$ cat src/rtl/booth_pkg.sv
// Shared types and helpers for the radix-4 Booth multiplier.
package booth_pkg;

  // Controller states: waiting for a request, or iterating.
  typedef enum logic {
    IDLE = 1'b0,
    CALC = 1'b1
  } state_e;

  // Booth radix-4 digit selected from a 3-bit multiplier window.
  typedef enum logic [2:0] {
    ZERO = 3'd0,
    P1   = 3'd1,
    P2   = 3'd2,
    M1   = 3'd3,
    M2   = 3'd4
  } digit_e;

  // Iterations needed for a WIDTH-bit operand extended to WIDTH+2 bits,
  // two multiplier bits retired per iteration.
  function automatic int iter_count(input int width);
    return width / 2 + 1;
  endfunction

endpackage

$ cat src/rtl/booth_r4_mul_if.sv
// Request/result bundle for the Booth multiplier functional unit.
//
// Handshake: the master raises start for at least one cycle with x, y and
// signed_mode valid. The request is taken at the first rising edge where
// the unit is idle (busy=0); start while busy=1 is dropped, not queued.
// busy is high for the whole computation. done pulses for exactly one
// cycle when z is updated; z then holds until the next done. A new start
// may be presented in the done cycle itself.
interface booth_r4_mul_if #(
  parameter int WIDTH = 16
);
  import booth_pkg::*;

  logic               start;
  logic               signed_mode;
  logic [WIDTH-1:0]   x;
  logic [WIDTH-1:0]   y;
  logic [2*WIDTH-1:0] z;
  logic               busy;
  logic               done;
  state_e             state_dbg;

  modport master (
    output start, signed_mode, x, y,
    input  z, busy, done, state_dbg
  );

  modport slave (
    input  start, signed_mode, x, y,
    output z, busy, done, state_dbg
  );

endinterface

$ cat src/rtl/booth_r4_enc.sv
// Radix-4 Booth encoder: maps a 3-bit multiplier window to the signed
// multiple of the extended multiplicand, widened to WIDTH+3 bits.
module booth_r4_enc
  import booth_pkg::*;
#(
  parameter int WIDTH = 16
) (
  input  logic [2:0]       win,
  input  logic [WIDTH+1:0] x_ext,
  output logic [WIDTH+2:0] mult
);

  digit_e           digit;
  logic [WIDTH+2:0] x1;
  logic [WIDTH+2:0] x2;

  // 1X is a sign extension; 2X is a left shift that still fits because
  // x_ext already carries two copies of the sign bit.
  assign x1 = {x_ext[WIDTH+1], x_ext};
  assign x2 = {x_ext, 1'b0};

  // Decode the window {Q[1], Q[0], Q[-1]} into a Booth digit.
  always_comb begin
    digit = ZERO;
    case (win)
      3'b000, 3'b111: digit = ZERO;
      3'b001, 3'b010: digit = P1;
      3'b011:         digit = P2;
      3'b100:         digit = M2;
      default:        digit = M1;
    endcase
  end

  // Select the multiple; negation is modulo 2^(WIDTH+3).
  always_comb begin
    mult = '0;
    case (digit)
      ZERO:    mult = '0;
      P1:      mult = x1;
      P2:      mult = x2;
      M1:      mult = -x1;
      M2:      mult = -x2;
      default: mult = '0;
    endcase
  end

endmodule

$ cat src/rtl/booth_r4_mul.sv
// Sequential radix-4 Booth multiplier, signed or unsigned at runtime.
// Operands are extended to WIDTH+2 bits so most-negative and all-ones
// corner products come out exact; A is WIDTH+3 bits to hold +/-2X sums.
module booth_r4_mul
  import booth_pkg::*;
#(
  parameter int WIDTH = 16
) (
  input  logic           clk,
  input  logic           rst,
  booth_r4_mul_if.slave  bus
);

  localparam int N  = iter_count(WIDTH);
  localparam int CW = $clog2(N + 1);

  state_e             state_q, state_d;
  logic [CW-1:0]      cnt_q, cnt_d;
  logic [WIDTH+2:0]   a_q, a_d;
  logic [WIDTH+1:0]   q_q, q_d;
  logic               qm1_q, qm1_d;
  logic [WIDTH+1:0]   xe_q, xe_d;
  logic [2*WIDTH-1:0] z_q, z_d;
  logic               done_q, done_d;

  logic [WIDTH+2:0]   mult;
  logic [WIDTH+2:0]   sum;
  logic [2*WIDTH+5:0] shifted;

  booth_r4_enc #(.WIDTH(WIDTH)) u_enc (
    .win   ({q_q[1], q_q[0], qm1_q}),
    .x_ext (xe_q),
    .mult  (mult)
  );

  // {A,Q,Q[-1]} after adding the selected multiple and an arithmetic
  // shift right by two; the two dropped bits are Q[0] and Q[-1].
  assign sum     = a_q + mult;
  assign shifted = {{2{sum[WIDTH+2]}}, sum, q_q[WIDTH+1:1]};

  // Next-state logic: capture in IDLE, one Booth iteration per CALC cycle.
  always_comb begin
    state_d = state_q;
    cnt_d   = cnt_q;
    a_d     = a_q;
    q_d     = q_q;
    qm1_d   = qm1_q;
    xe_d    = xe_q;
    z_d     = z_q;
    done_d  = 1'b0;
    case (state_q)
      IDLE: begin
        if (bus.start) begin
          if (bus.signed_mode) begin
            xe_d = {{2{bus.x[WIDTH-1]}}, bus.x};
            q_d  = {{2{bus.y[WIDTH-1]}}, bus.y};
          end else begin
            xe_d = {2'b00, bus.x};
            q_d  = {2'b00, bus.y};
          end
          qm1_d   = 1'b0;
          a_d     = '0;
          cnt_d   = '0;
          state_d = CALC;
        end
      end
      CALC: begin
        a_d   = shifted[2*WIDTH+5:WIDTH+3];
        q_d   = shifted[WIDTH+2:1];
        qm1_d = shifted[0];
        cnt_d = cnt_q + CW'(1);
        if (cnt_q == CW'(N - 1)) begin
          z_d     = shifted[2*WIDTH:1];
          done_d  = 1'b1;
          state_d = IDLE;
        end
      end
      default: state_d = IDLE;
    endcase
  end

  // State, datapath and output registers; reset aborts any operation.
  always_ff @(posedge clk or posedge rst) begin
    if (rst) begin
      state_q <= IDLE;
      cnt_q   <= '0;
      a_q     <= '0;
      q_q     <= '0;
      qm1_q   <= 1'b0;
      xe_q    <= '0;
      z_q     <= '0;
      done_q  <= 1'b0;
    end else begin
      state_q <= state_d;
      cnt_q   <= cnt_d;
      a_q     <= a_d;
      q_q     <= q_d;
      qm1_q   <= qm1_d;
      xe_q    <= xe_d;
      z_q     <= z_d;
      done_q  <= done_d;
    end
  end

  assign bus.z         = z_q;
  assign bus.done      = done_q;
  assign bus.busy      = (state_q == CALC);
  assign bus.state_dbg = state_q;

endmodule

$ cat src/flat_wrapper.sv
// flat-port wrapper written by rule: the top's interface ports become plain ports
module booth_r4_mul_flat import booth_pkg::*;
#(
  parameter int WIDTH = 16
)
  (clk, rst, bus_start, bus_signed_mode, bus_x, bus_y, bus_z, bus_busy, bus_done, bus_state_dbg);
  booth_r4_mul_if #(.WIDTH(WIDTH)) bus_i ();
  input  logic clk;
  input  logic rst;
  input wire logic [$bits(bus_i.start)-1:0] bus_start;
  input wire logic [$bits(bus_i.signed_mode)-1:0] bus_signed_mode;
  input wire logic [$bits(bus_i.x)-1:0] bus_x;
  input wire logic [$bits(bus_i.y)-1:0] bus_y;
  output wire logic [$bits(bus_i.z)-1:0] bus_z;
  output wire logic [$bits(bus_i.busy)-1:0] bus_busy;
  output wire logic [$bits(bus_i.done)-1:0] bus_done;
  output wire logic [$bits(bus_i.state_dbg)-1:0] bus_state_dbg;
  assign bus_i.start = bus_start;
  assign bus_i.signed_mode = bus_signed_mode;
  assign bus_i.x = bus_x;
  assign bus_i.y = bus_y;
  assign bus_z = bus_i.z;
  assign bus_busy = bus_i.busy;
  assign bus_done = bus_i.done;
  assign bus_state_dbg = bus_i.state_dbg;
  booth_r4_mul #(.WIDTH(WIDTH)) u_core (.clk(clk), .rst(rst), .bus(bus_i));
endmodule
$ cat config.mk
export PLATFORM = sky130hd
export DESIGN_NAME = booth_r4_mul_flat
export DESIGN_NICKNAME = d
export VERILOG_FILES = /design/src/rtl/booth_pkg.sv /design/src/rtl/booth_r4_mul_if.sv /design/src/rtl/booth_r4_enc.sv /design/src/rtl/booth_r4_mul.sv /design/src/flat_wrapper.sv
export SDC_FILE = /design/constraint.sdc
export NUM_CORES = 1
export LEC_CHECK = 0
export CAP_MARGIN = 40
export CORE_ASPECT_RATIO = 0.9
export CORE_MARGIN = 2
export CORE_UTILIZATION = 28
export CTS_BUF_LIST = sky130_fd_sc_hd__clkbuf_8 sky130_fd_sc_hd__clkbuf_16
export CTS_CLUSTER_DIAMETER = 100
export CTS_CLUSTER_SIZE = 40
export DETAILED_ROUTE_END_ITERATION = 6
export PLACE_DENSITY = 0.57
export SYNTH_ARGS = -nofsm -noshare
export SYNTH_HDL_FRONTEND = slang
export SYNTH_SLANG_ARGS = --single-unit
export TNS_END_PERCENT = 1
$ cat constraint.sdc
create_clock -name clk -period 4.5 [get_ports clk]
set_input_delay 0.675 -clock clk [delete_from_list [all_inputs] [get_ports clk]]
set_output_delay 0.675 -clock clk [all_outputs]
set_load 0.03 [all_outputs]
==> out/metrics.cfg, run 1 <==
[outcome]
outcome=complete, no violations

[sta]
min_period_over_period_pct=96.0
hold_violations=0
clock_skew_ps=7.34
worstMarginPinSlew_ps=804
fin_ws_ps=180
fmax_ghz=0.232
final_max_slew_viol_count=0
relSlewSlack_pct=46.3
fin_crit_ps=4320
setup_viol=0

[yosys]
synth_area_leader_cell=dfrtp_1
synth_top_area_share_pct=40.1
async_flop_share_pct=100
netlist_area_um2=5680
synth_edf_count=0
yosysSeqAreaShare_pct=40.1
synth.avg_cell_area_um2=8.71
ys_warn_count=0
synth_area_leaders=dfrtp_1 (40%), nand2_1 (8.3%), ha_1 (4.6%)
ys.flop_type=dfrtp_1
ys_ff_latch=91
synth_cell_types=71
synthesis.nets=710
syn_inst=652

[cells_and_area]
synthToLayoutAreaGrowth_pct=23.2
nets=767
antenna_cells=0
drive_gt1_share_pct=9.80
layout_commonest_cell=nand2_1
design_area_um2=7000
mostFrequentLayoutCells=nand2_1 (126), dfrtp_1 (90), clkdlybuf4s50_1 (69)
utilization_pct=35.1

[worst_setup_path]
endpoint_kind=flop
worstPathMaxFanout=5
required_ps=4790
critPathKind=flop to flop
critPathArrivalTime_ps=4610
startpoint_type=flop

[floorplanning]
die_w_um=154
io_pins=71
die-area_um2=21400
die_h_um=139
fp.coreArea_um2=19900
start_util_pct=28.5
rows=49

[global_route]
grt_pass1_wl_um=24600
overflow=0
grt_pass1_vias=4623
grtUsageTotal_pct=14.4
antenna_found_initial=0
grt_start_max_net_pins=49

[placed_design]
placed_area_um2=6690
place_ws_ps=94.7
port_buffers=70
dp_hpwl_um=10800
gp_congestion=0.840

[routing]
wl_per_cell_um=15.4
drt_iter0_drc=445
via_per_inst=4.98
antenna_left=0
dr.pass1.iters=5
drc=0
drt-total-wl_um=15000
via_count=4830

[clock_tree]
root_buffer=clkbuf_16
cts_made_buffers=9
insertion_delay_ps=350
cts_buffer_depth=2
clk_pin_slew_ps=70
cts.sinks=91
cts_setup_buffers=0
cts_tree=built
h-tree-depth=3

[run]
maxCapViolations=0

[hold_path]
hold_path.class=flop to flop

==> metal layers <==
metal,wire length (µm),global-route usage (%),share of wire [%],vias up
li1,-,-,-,2440
met1,7270,20.4,49,2290
met2,6890,21.9,46,83
met3,576,2.69,3.9,17
met4,222,4.92,1.5,0
met5,0,0,0,-
==> through the flow <==
stage,setup TNS (ps),cells,hold WS (ps)
2_1_floorplan,0,652,451
3_3_place_gp,0,951,459
3_5_place_dp,0,953,462
4_1_cts,0,969,479
5_1_grt,-0.290,969,490
6_report,0,969,474
==> final cells by class <==
cell class	instances	area, µm²
clock inverters	7	61.3
flip-flops and latches	91	2280
inverters	25	96.3
multi-input cells	493	3150
clock buffers	9	225
repair buffers	89	866
well taps	255	319
fillers	2034	12900
==> synthesized netlist by cell type (all sizes together), types with 5 or more instances <==
cell / n
ha: 21
mux2: 16
nand3: 11
a31oi: 5
nor3: 7
dfrtp: 91
clkbuf: 38
nor2: 38
nor2b: 9
xnor2: 12
and2: 7
nand2b: 6
buf: 5
nor3b: 5
a21o: 7
xor2: 10
o22ai: 9
o21ai: 59
o31ai: 7
nor4: 5
mux2i: 20
o21a: 7
a211oi: 5
a21oi: 26
a31o: 7
or4: 7
or3: 7
a221oi: 5
inv: 25
nand2: 126
==> worst max-delay path, stage by stage (launching register included) <==
cell and delay [ps]:
dfrtp_1 450, inv_1 100, ha_1 250, or4b_4 540, or4_1 490, nor2_1 120, nor2_1 50, o221ai_1 150
o21ai_1 110, ha_1 340, and3_1 210, a221o_1 360, a21oi_2 170, a211oi_2 90, or4_1 510, a211oi_2 190
o21bai_1 130
==> state kept, by name, summed over array words and instances, names as in the netlist <==
signal,count
u_core.bus.z,32
u_core.q_q,18
u_core.a_q,17
u_core.xe_q,17
u_core.cnt_q,4
u_core.bus.busy,1
u_core.bus.done,1
u_core.qm1_q,1
==> final timing paths <==
check | start | to | slack, ps | cells past startpoint
max | u_core.xe_q[1] | u_core.a_q[17] | 180 | 16
min | u_core.bus.z[10] | u_core.bus.z[10] | 470 | 2
max reg2reg | u_core.xe_q[1] | u_core.a_q[17] | 180 | 16
min reg2reg | u_core.bus.z[10] | u_core.bus.z[10] | 470 | 2
max in group asynchronous | rst | u_core.bus.busy | 2940 | 4
min in group asynchronous | rst | u_core.bus.z[16] | 650 | 2
==> logic make-up after synthesis <==
logic type	Yosys count	share of synthesized area [%]
AND/OR/NAND/NOR	244	20.3
AO/OA/AOI/OAI	168	19.4
flip-flops	91	40.1
buffers and inverters	68	4.76
multiplexers	37	7.09
XOR/XNOR	22	3.39
adder cells (fa/ha/maj)	22	4.98
==> timing repair <==
item	4_1_cts	5_1_grt
gates resized for setup	0	5
endpoints found under the setup margin	0	6
hold buffers	0	0
Power of run 1 is left out: the tool's default activity adds up to more than one toggle a clock period on the data nets, which glitch-free logic cannot reach.
==> run 2, diff against run 1 <==
--- a/config.mk
+++ b/config.mk
@@ -9,7 +9,6 @@
 export CORE_ASPECT_RATIO = 0.9
 export CORE_MARGIN = 2
 export CORE_UTILIZATION = 28
-export CTS_BUF_LIST = sky130_fd_sc_hd__clkbuf_8 sky130_fd_sc_hd__clkbuf_16
 export CTS_CLUSTER_DIAMETER = 100
 export CTS_CLUSTER_SIZE = 40
 export DETAILED_ROUTE_END_ITERATION = 6
==> constraint.sdc (replaced) <==
create_clock -name clk -period 4.85 [get_ports clk]
set_input_delay 0.7275 -clock clk [delete_from_list [all_inputs] [get_ports clk]]
set_output_delay 0.7275 -clock clk [all_outputs]
set_load 0.03 [all_outputs]
==> out/metrics.cfg, run 2 (synthesis results as in run 1) <==
[placed_design]
gp_congestion=0.851
port_buffers=70
placed_area_um2=6640
dp_hpwl_um=10400

[sta]
setup_viol=0
hold_slack_ps=471
fmax_ghz=0.225
rsz0062_at_grt=false
tns_ps=0
hold_violations=0
min_period_over_period_pct=91.6
relSlewSlack_pct=44.9
final_max_slew_viol_count=0
worstMarginPinSlew_ps=825
fin_crit_ps=4440
clock_skew_ps=7.80

[routing]
via_per_inst=5.00
drt-total-wl_um=14700
wl_per_cell_um=15.3
drc=0
wl_met2_um=6600
via_count=4813
antenna_left=0
wl_met1_um=7120
top_layer=met4
dr.pass1.iters=5
met3_wirelength_um=686
drt_iter0_drc=376

[clock_tree]
cts.sinks=91
h-tree-depth=3
postCtsHoldBufs=0
cts_buffer_depth=2
clk_pin_slew_ps=70
cts_resized=0
cts_tree=built
cts_made_buffers=9
root_buffer=clkbuf_16
cts_setup_buffers=0
insertion_delay_ps=360

[worst_setup_path]
crit_family=simple AND/OR/NAND/NOR gates
endpoint_kind=flop
critPathArrivalTime_ps=4730
worstPathMaxFanout=7
crit_path_max_incr_delay_ps=610
required_ps=5140
crit_chain=inv_1, ha_1, or4b_1, or4_1, nor2_1, nor2_1, o221ai_1, o21ai_1, ha_1, and3_1, a221o_1, a21oi_1, a211oi_2, or4_1, a211oi_2, o21bai_1
startpoint_type=flop
worst-path-buf-inv=1
cpMaxStageDelayCell=or4b_1
critPathKind=flop to flop

[global_route]
antenna_found_initial=0
overflow=0
grt_start_max_net_pins=49
grt_pass1_vias=4468
grtUsageTotal_pct=13.9
grt_pass1_wl_um=23900

[floorplanning]
io_pins=71
fp.coreArea_um2=19900
die-area_um2=21400
rows=49
start_util_pct=28.5
die_w_um=154
die_h_um=139

[cells_and_area]
nets=760
drive_gt1_share_pct=8.20
multi_input_area_um2=3130
design_area_um2=6970
area.sequential_um2=2280
layout_commonest_cell=nand2_1
synthToLayoutAreaGrowth_pct=22.8
nFillCells=1981
mostFrequentLayoutCells=nand2_1 (126), dfrtp_1 (90), clkdlybuf4s50_1 (69)
utilization_pct=35.0
antenna_cells=0
largest_register_ffs=32

[hold_path]
hold_path.class=flop to flop

[run]
maxCapViolations=0

[outcome]
outcome=complete, no violations

## run 2: final cells by class
| class | instances | share of cell area, % |
|---|---|---|
| inverters | 25 | 1.38 |
| repair buffers | 82 | 11.7 |
| flip-flops and latches | 91 | 32.7 |
| well taps | 255 | 4.58 |
| clock inverters | 7 | 1.53 |
| clock buffers | 9 | 3.23 |
| multi-input cells | 493 | 44.9 |
## run 2: per-stage QoR
step           setup WS, ps  cells
6_report                406    962
5_1_grt                 142    962
4_1_cts                 415    962
3_5_place_dp            435    946
3_3_place_gp            516    944
2_1_floorplan           756    652
## run 2: metal layers
layer,global-route usage [%],vias to the layer above
met5,0,-
li1,-,2429
met2,21.0,102
met3,3.09,21
met4,5.16,0
met1,19.4,2261
## run 2: worst reg2reg max path, stage by stage (launching register included)
cell      delay, ps
dfrtp_1         420
inv_1           110
ha_1            230
or4b_1          610
or4_1           540
nor2_1          120
nor2_1           50
o221ai_1        160
o21ai_1         100
ha_1            330
and3_1          210
a221o_1         340
a21oi_1         210
a211oi_2        110
or4_1           520
a211oi_2        190
o21bai_1        130
## run 2: worst paths after layout
path	cells after the start	to	startpoint	slack, ps
worst min register to register	2	u_core.bus.z[16]	u_core.bus.z[16]	470
worst max-delay path	16	u_core.a_q[17]	u_core.xe_q[0]	410
min in group asynchronous	2	u_core.bus.z[16]	rst	720
max in group asynchronous	4	u_core.bus.busy	rst	3220
worst max register to register	16	u_core.a_q[17]	u_core.xe_q[0]	410
worst min-delay path	2	u_core.bus.z[16]	u_core.bus.z[16]	470
Power of run 2 is left out for the same reason.
